## src/rtl/sumador_pkg.sv

```systemverilog
// Shared definitions for the serial adder: FSM states and counter sizing.
package sumador_pkg;

  localparam int STATE_W = 2;

  typedef enum logic [STATE_W-1:0] {
    IDLE = 2'b00,
    RUN  = 2'b01,
    DONE = 2'b10
  } state_e;

  // The step counter must hold the values 0 .. N/K-1.
  function automatic int cnt_width(input int n, input int k);
    return $clog2(n / k) + 1;
  endfunction

endpackage

```

## src/rtl/sumador_completo.sv

```systemverilog
// One-bit full adder; the serial adder chains K of these per clock.
module sumador_completo (
  input  logic a_i,
  input  logic b_i,
  input  logic cin_i,
  output logic s_o,
  output logic cout_o
);

  assign s_o    = a_i ^ b_i ^ cin_i;
  assign cout_o = (a_i & b_i) | (cin_i & (a_i ^ b_i));

endmodule

```

## src/rtl/sumador_serie.sv

```systemverilog
// Multi-cycle adder: {cout,s} = a + b + cin, computed K bits per clock.
// Optional signed-overflow output ovf_o is built when SUMADOR_SERIE_OVF_EN
// is defined.
module sumador_serie
  import sumador_pkg::*;
#(
  parameter int N = 8,
  parameter int K = 1
) (
  input  logic         clk,
  input  logic         rst_n,
  input  logic         start_i,
  input  logic [N-1:0] a_i,
  input  logic [N-1:0] b_i,
  input  logic         cin_i,
  output logic         busy_o,
  output logic         done_o,
  output logic [N-1:0] s_o,
  output logic         cout_o
`ifdef SUMADOR_SERIE_OVF_EN
  ,
  output logic         ovf_o
`endif
);

  localparam int STEPS = N / K;
  localparam int CW = cnt_width(N, K);
  localparam logic [CW-1:0] LAST = CW'(STEPS - 1);

  if (N < 2 || K < 1 || K > N || (N % K) != 0) begin : g_bad_params
    $error("sumador_serie: need N >= 2, 1 <= K <= N and N divisible by K");
  end

  state_e         state_q, state_d;
  logic [N-1:0]   ra_q, ra_d;
  logic [N-1:0]   rb_q, rb_d;
  logic           carry_q, carry_d;
  logic [CW-1:0]  cnt_q, cnt_d;
  logic [N-1:0]   s_q, s_d;
  logic           cout_q, cout_d;
`ifdef SUMADOR_SERIE_OVF_EN
  logic           ovf_q, ovf_d;
`endif

  logic [K:0]     chainC;
  logic [K-1:0]   sliceSum;
  logic [N-1:0]   raNext;

  assign chainC[0] = carry_q;

  for (genvar i = 0; i < K; i++) begin : g_slice
    sumador_completo u_fa (
      .a_i   (ra_q[i]),
      .b_i   (rb_q[i]),
      .cin_i (chainC[i]),
      .s_o   (sliceSum[i]),
      .cout_o(chainC[i+1])
    );
  end

  // Operand A and the partial sum share one register: as A moves right by K,
  // the freshly produced sum bits fill the vacated top. After N/K steps the
  // register holds the whole sum.
  if (K < N) begin : g_shift
    assign raNext = {sliceSum, ra_q[N-1:K]};
  end else begin : g_whole
    assign raNext = sliceSum;
  end

  // Next-state logic: accept operands, step the slice chain, publish the result.
  always_comb begin
    state_d = state_q;
    ra_d    = ra_q;
    rb_d    = rb_q;
    carry_d = carry_q;
    cnt_d   = cnt_q;
    s_d     = s_q;
    cout_d  = cout_q;
`ifdef SUMADOR_SERIE_OVF_EN
    ovf_d   = ovf_q;
`endif
    case (state_q)
      IDLE, DONE: begin
        if (start_i) begin
          ra_d    = a_i;
          rb_d    = b_i;
          carry_d = cin_i;
          cnt_d   = '0;
          state_d = RUN;
        end else if (state_q == DONE) begin
          state_d = IDLE;
        end
      end
      RUN: begin
        ra_d    = raNext;
        rb_d    = rb_q >> K;
        carry_d = chainC[K];
        cnt_d   = cnt_q + 1'b1;
        if (cnt_q == LAST) begin
          s_d     = raNext;
          cout_d  = chainC[K];
`ifdef SUMADOR_SERIE_OVF_EN
          ovf_d   = chainC[K] ^ chainC[K-1];
`endif
          state_d = DONE;
        end
      end
      default: state_d = IDLE;
    endcase
  end

  // State and datapath registers; reset clears everything and aborts any operation.
  always_ff @(posedge clk or negedge rst_n) begin
    if (!rst_n) begin
      state_q <= IDLE;
      ra_q    <= '0;
      rb_q    <= '0;
      carry_q <= 1'b0;
      cnt_q   <= '0;
      s_q     <= '0;
      cout_q  <= 1'b0;
`ifdef SUMADOR_SERIE_OVF_EN
      ovf_q   <= 1'b0;
`endif
    end else begin
      state_q <= state_d;
      ra_q    <= ra_d;
      rb_q    <= rb_d;
      carry_q <= carry_d;
      cnt_q   <= cnt_d;
      s_q     <= s_d;
      cout_q  <= cout_d;
`ifdef SUMADOR_SERIE_OVF_EN
      ovf_q   <= ovf_d;
`endif
    end
  end

  assign busy_o = (state_q == RUN);
  assign done_o = (state_q == DONE);
  assign s_o    = s_q;
  assign cout_o = cout_q;
`ifdef SUMADOR_SERIE_OVF_EN
  assign ovf_o  = ovf_q;
`endif

endmodule

```

## config.mk

```make
export PLATFORM = sky130hd
export DESIGN_NAME = sumador_serie
export DESIGN_NICKNAME = d
export VERILOG_FILES = /design/src/rtl/sumador_pkg.sv /design/src/rtl/sumador_completo.sv /design/src/rtl/sumador_serie.sv
export SDC_FILE = /design/constraint.sdc
export NUM_CORES = 1
export LEC_CHECK = 0
export BUFFER_PORTS_ARGS = -buffer_cell sky130_fd_sc_hd__buf_2
export CAP_MARGIN = 25
export CORE_MARGIN = 5
export CORE_UTILIZATION = 52
export DETAILED_ROUTE_END_ITERATION = 12
export HOLD_SLACK_MARGIN = 0.12
export PLACE_DENSITY = 0.85
export SETUP_SLACK_MARGIN = 0.2
export SLEW_MARGIN = 20
export SYNTH_ARGS = -nofsm -noshare
export SYNTH_HDL_FRONTEND = slang
export SYNTH_SLANG_ARGS = --single-unit
```

## constraint.sdc

```tcl
create_clock -name clk -period 1.8 [get_ports clk]
set_input_delay 0.09 -clock clk [delete_from_list [all_inputs] [get_ports clk]]
set_output_delay 0.09 -clock clk [all_outputs]
set_load 0.03 [all_outputs]
```

# [After elaboration in Yosys (flattened, before gate mapping)]
# Cells that the tools add are included.
[totals] ff_bits=32 out_inout_bits=11
[classes] n_reduce_logical=6 addsub=1 eq_ne=6 mux=12 bitwise_logic=5
[op_table] cell="$pmux 8 s2" n=2
[op_table] cell="$mux 8" n=2
[op_table] cell="$pmux 4 s2" n=1
[op_table] cell="$mux 2" n=3
[op_table] cell="$reduce_and 2->1" n=3
[op_table] cell="$add 4x1->4 const B" n=1
[op_table] cell="$eq 4x3->1 const B" n=1
[op_table] cell="$mux 4" n=1
[op_table] cell="$pmux 2 s2" n=1
[op_table] cell="$ne 3x3->1 const B" n=1
[op_table] cell="$and 1x1->1" n=2
[op_table] cell="$eq 2x1->1 const B" n=1
[op_table] cell="$eq 2x2->1 const B" n=1
[op_table] cell="$logic_not 2->1" n=1
[op_table] cell="$ne 2x1->1 const B" n=1
[op_table] cell="$ne 2x2->1 const B" n=1
[op_table] cell="$pmux 1 s2" n=1
[op_table] cell="$reduce_bool 2->1" n=1
[op_table] cell="$reduce_or 2->1" n=1
[op_table] cell="$xor 1x1->1" n=2
[op_table] cell="$mux 1" n=1
[op_table] cell="$or 1x1->1" n=1

# [Logic depth before layout (Yosys ltp)]
[depth] word_depth=4 ltp_mapped=5 mapped_depth_nobuf=4

# [Cells and area by module]
# From an unflattened synthesis, not the netlist that was laid out.
[unflattened] hier_cells=100 area_unflattened_um2=1408.9
[modules_own_cells] module="sumador_serie" area_per_inst_um2=1388.8 seq_area_each_um2=800.8 instances=1 cells_per_inst=99
[modules_own_cells] module="sumador_completo" area_per_inst_um2=20.0 seq_area_each_um2=0.0 instances=1 cells_per_inst=1

# [Least setup slack after synthesis]
# OpenSTA, ideal clock, no wires.
[synth_path] path_kind="flip-flop to flip-flop" from="register state_q[0]" to="register cout_q (netlist: cout_o)" path_stages_with_launch=6 arrival_time_ns=1.264 slack_ns=0.411 n_path_buf=2 cell_sequence="dfrtp_1 nor2b_1 buf_4 nor3b_2 buf_6 mux2_4"
[synth_between] elab_chain_len=2
[synth_lines] item="start, declared" line_no="sumador_serie.sv:34" source="state_e state_q, state_d;"
[synth_lines] item="start signal, assigned" line_no="sumador_serie.sv:126" source="state_q <= state_d;"
[synth_lines] item="$eq 2x1->1" line_no="sumador_serie.sv:82" source="case (state_q)"
[synth_lines] item="$reduce_and 2->1 (no line)"
[synth_lines] item="end signal, assigned" line_no="sumador_serie.sv:132" source="cout_q <= cout_d;"
[synth_lines] item="end, declared" line_no="sumador_serie.sv:40" source="logic cout_q, cout_d;"
# No other way between the ends.
# A chain may end at the register's enable or synchronous reset.

# [Final worst setup path]
[layout_path] from="register cnt_q[0]" to="register cout_q (netlist: cout_o)"
[layout_between] elab_chain_len=2
[layout_lines] item="start, declared" line_no="sumador_serie.sv:38" source="logic [CW-1:0] cnt_q, cnt_d;"
[layout_lines] item="start signal, assigned" line_no="sumador_serie.sv:130" source="cnt_q <= cnt_d;"
[layout_lines] item="$eq 4x3->1" line_no="sumador_serie.sv:99" source="if (cnt_q == LAST) begin"
[layout_lines] item="$reduce_and 2->1 (no line)"
# No other way between the ends.

==> impl_metrics.ini <==
[run_status]
status = completed

[clock_tree]
htree_levels = 2
cts-root-buf = clkbuf_4
cts_tree = done
clk_latency_ns = 0.33
cts_buffer_depth = 2
cts_sinks = 32
clk_pin_slew_worst_paths_ns = 0.09
post_cts_buffers = 0
cts_inserted_buffers = 5

[place]
dpl.cell_count = 158
place.port_buffers = 30
post-dp-hpwl_mm = 1.97
place_congestion = 0.708
pre_cts_slack_ns = 0.299

[floorplan]
dieArea_um2 = 3850
ioPinCount = 31
core_um2 = 2520
rows = 18
fp.dieH_um = 62.0
initial_core_util = 0.558
die_w_um = 62.0

[worst_setup_path]
crit_path_end_kind = flip-flop
worstSetupPathType = reg2reg
crit_arrival_ns = 1.71
crit_fanout = 10
crit_required_ns = 2.02
worst_setup_path_start_kind = flip-flop

[sta]
setup_slack_ns = 0.306
setup_tns_ns = 0
worstMarginPinSlew_ns = 0.678
fin_crit_ns = 1.49
max_freq_mhz = 669
setup_viol = 0
skew_ns = 0.00683
rsz0062_at_grt = no
finalHoldViolations = 0
report.final.slew_viol_count = 0
slew-limit-headroom = 0.548
period_share = 0.830

[synth]
ys_async_sr_fraction = 1.00
synth-edff-count = 0
synthTopCellsByCount = dfrtp_1 (32), a22o_1 (19), a21o_1 (16)
yosys.cell_count.top_type = dfrtp_1
syn_avg_cell_area_um2 = 14.1
synthTopCellsByArea = dfrtp_1 (57%), a22o_1 (12%), mux2_4 (9.6%)
synthesis.nets = 122
yosys_most_used_dff = dfrtp_1
syn_area_um2 = 1410
synth_seq_cells = 32
yosysTopAreaCell = dfrtp_1
synth_top_area_frac = 0.569
netlist_instances = 100
synthDistinctLibCells = 18
yosysWarningCount = 0
synth_seq_area_share = 0.569

[power]
max-vdd-ir-drop_uv = 1200
p_leak_nw = 0.970
p_per_area_nw_per_um2 = 1770

[global_routing]
grt_max_degree = 33
antenna_found_initial = 0
grt_pass1_wl_mm = 4.82
overflow = 0
grt_usage = 0.181
grt_pass1_vias = 1047

[routing]
vias = 1002
viasPerCell = 5.45
drc = 0
drt_first_pass_iters = 4
drt-total-wl_mm = 2.89
ant_nets = 0
drt_iter0_drc = 32
wl_per_cell_um = 15.7

[job]
maxCapViolCount = 0

[layout]
fin_cells = 184
area_growth_pct = 29.9
num_antenna_cells = 0
nFillCells = 181
final_net_count = 176
drive_gt1_frac = 0.351

[min_path]
hp-class = in2async
==> cell type report <==
type	instances	area, um2	share of cell area
clock buffer	6	41.3	0.0226
clock inverter	1	5.00	0.00274
multi-input combinational	61	566	0.309
sequential	32	801	0.438
tap	30	37.5	0.0205
timing repair buffer	54	378	0.207
==> kinds of logic (layout without fill, tap and decap cells) <==
kind of cell | count (synthesis) | count (layout) | synth area share
AOI/OAI and AO/OA | 36 | 36 | 0.207
DFF | 32 | 32 | 0.569
muxes | 12 | 12 | 0.118
and+or+nand+nor | 11 | 11 | 0.0516
buffers and inverters | 7 | 61 | 0.0311
adders and majority gates | 2 | 2 | 0.0231
==> final timing paths <==
check	startpoint	to	slack, ns	depth (start not counted)
worst max-delay path	cnt_q[0]	cout_o	0.31	5
worst min-delay path	rst_n	s_o[1]	0.33	2
worst max register to register	cnt_q[0]	cout_o	0.31	5
worst min register to register	rb_q[2]	rb_q[2]	0.49	1
max in group asynchronous	rst_n	rb_q[7]	1.03	2
min in group clk	rb_q[2]	rb_q[2]	0.49	1
==> power breakdown <==
group	switching, mW	total, mW	leakage, nW	internal [mW]
Sequential	0.243	1.31	0.395	1.07
Combinational	0.759	1.56	0.548	0.803
Clock	0.221	0.365	0.0281	0.144
==> registers in the layout (all words and copies together), names as in the netlist <==
| signal | count |
|---|---|
| carry_q | 1 |
| cout_o | 1 |
| s_o | 8 |
| state_q | 2 |
| ra_q | 8 |
| cnt_q | 4 |
| rb_q | 8 |
==> through the flow <==
stage               hold WS, ns  total power, mW  utilization  area [um2]
floorplan                -0.206             2.48            -        1410
global placement          0.157             2.76        0.631        1590
detailed placement        0.171             2.86        0.631        1590
CTS                       0.346             3.27        0.725        1830
global route              0.392             3.49        0.725        1830
finish                    0.325             3.24        0.725        1830
==> cell usage in the layout, fill, tap and decap left out <==
master         instances
nor2b_1                3
nand4_1                1
nor2_4                 1
nand2_1                3
clkbuf_4               5
dfrtp_1               32
dlygate4sd3_1         19
fa_1                   1
clkinv_2               1
mux2_4                 9
a21o_1                16
ha_1                   1
clkbuf_1               1
mux2_2                 1
mux2i_1                2
nand2b_1               1
a22o_1                19
nor2b_2                1
o21ai_1                1
nor3b_2                1
buf_2                 30
buf_4                  5
==> what timing repair did <==
| action | CTS | global route |
|---|---|---|
| resized for setup | 0 | 0 |
| hold endpoints to repair | 51 | 0 |
| hold buffers | 19 | 0 |
==> per-layer routing <==
| layer | track usage | vias to the layer above | share of wire |
|---|---|---|---|
| li1 | - | 475 | - |
| met2 | 0.317 | 33 | 0.52 |
| met5 | 0 | - | 0 |
| met4 | 0.0818 | 0 | 0.013 |
| met3 | 0.0496 | 4 | 0.071 |
| met1 | 0.205 | 490 | 0.39 |
==> critical path: stages, from the launching register on <==
cell and delay (ns):
dfrtp_1 0.38, ha_1 0.19, nand2_1 0.09, nor3b_2 0.18, buf_4 0.23, mux2_4 0.32
Power figures use the tool's default switching activity.
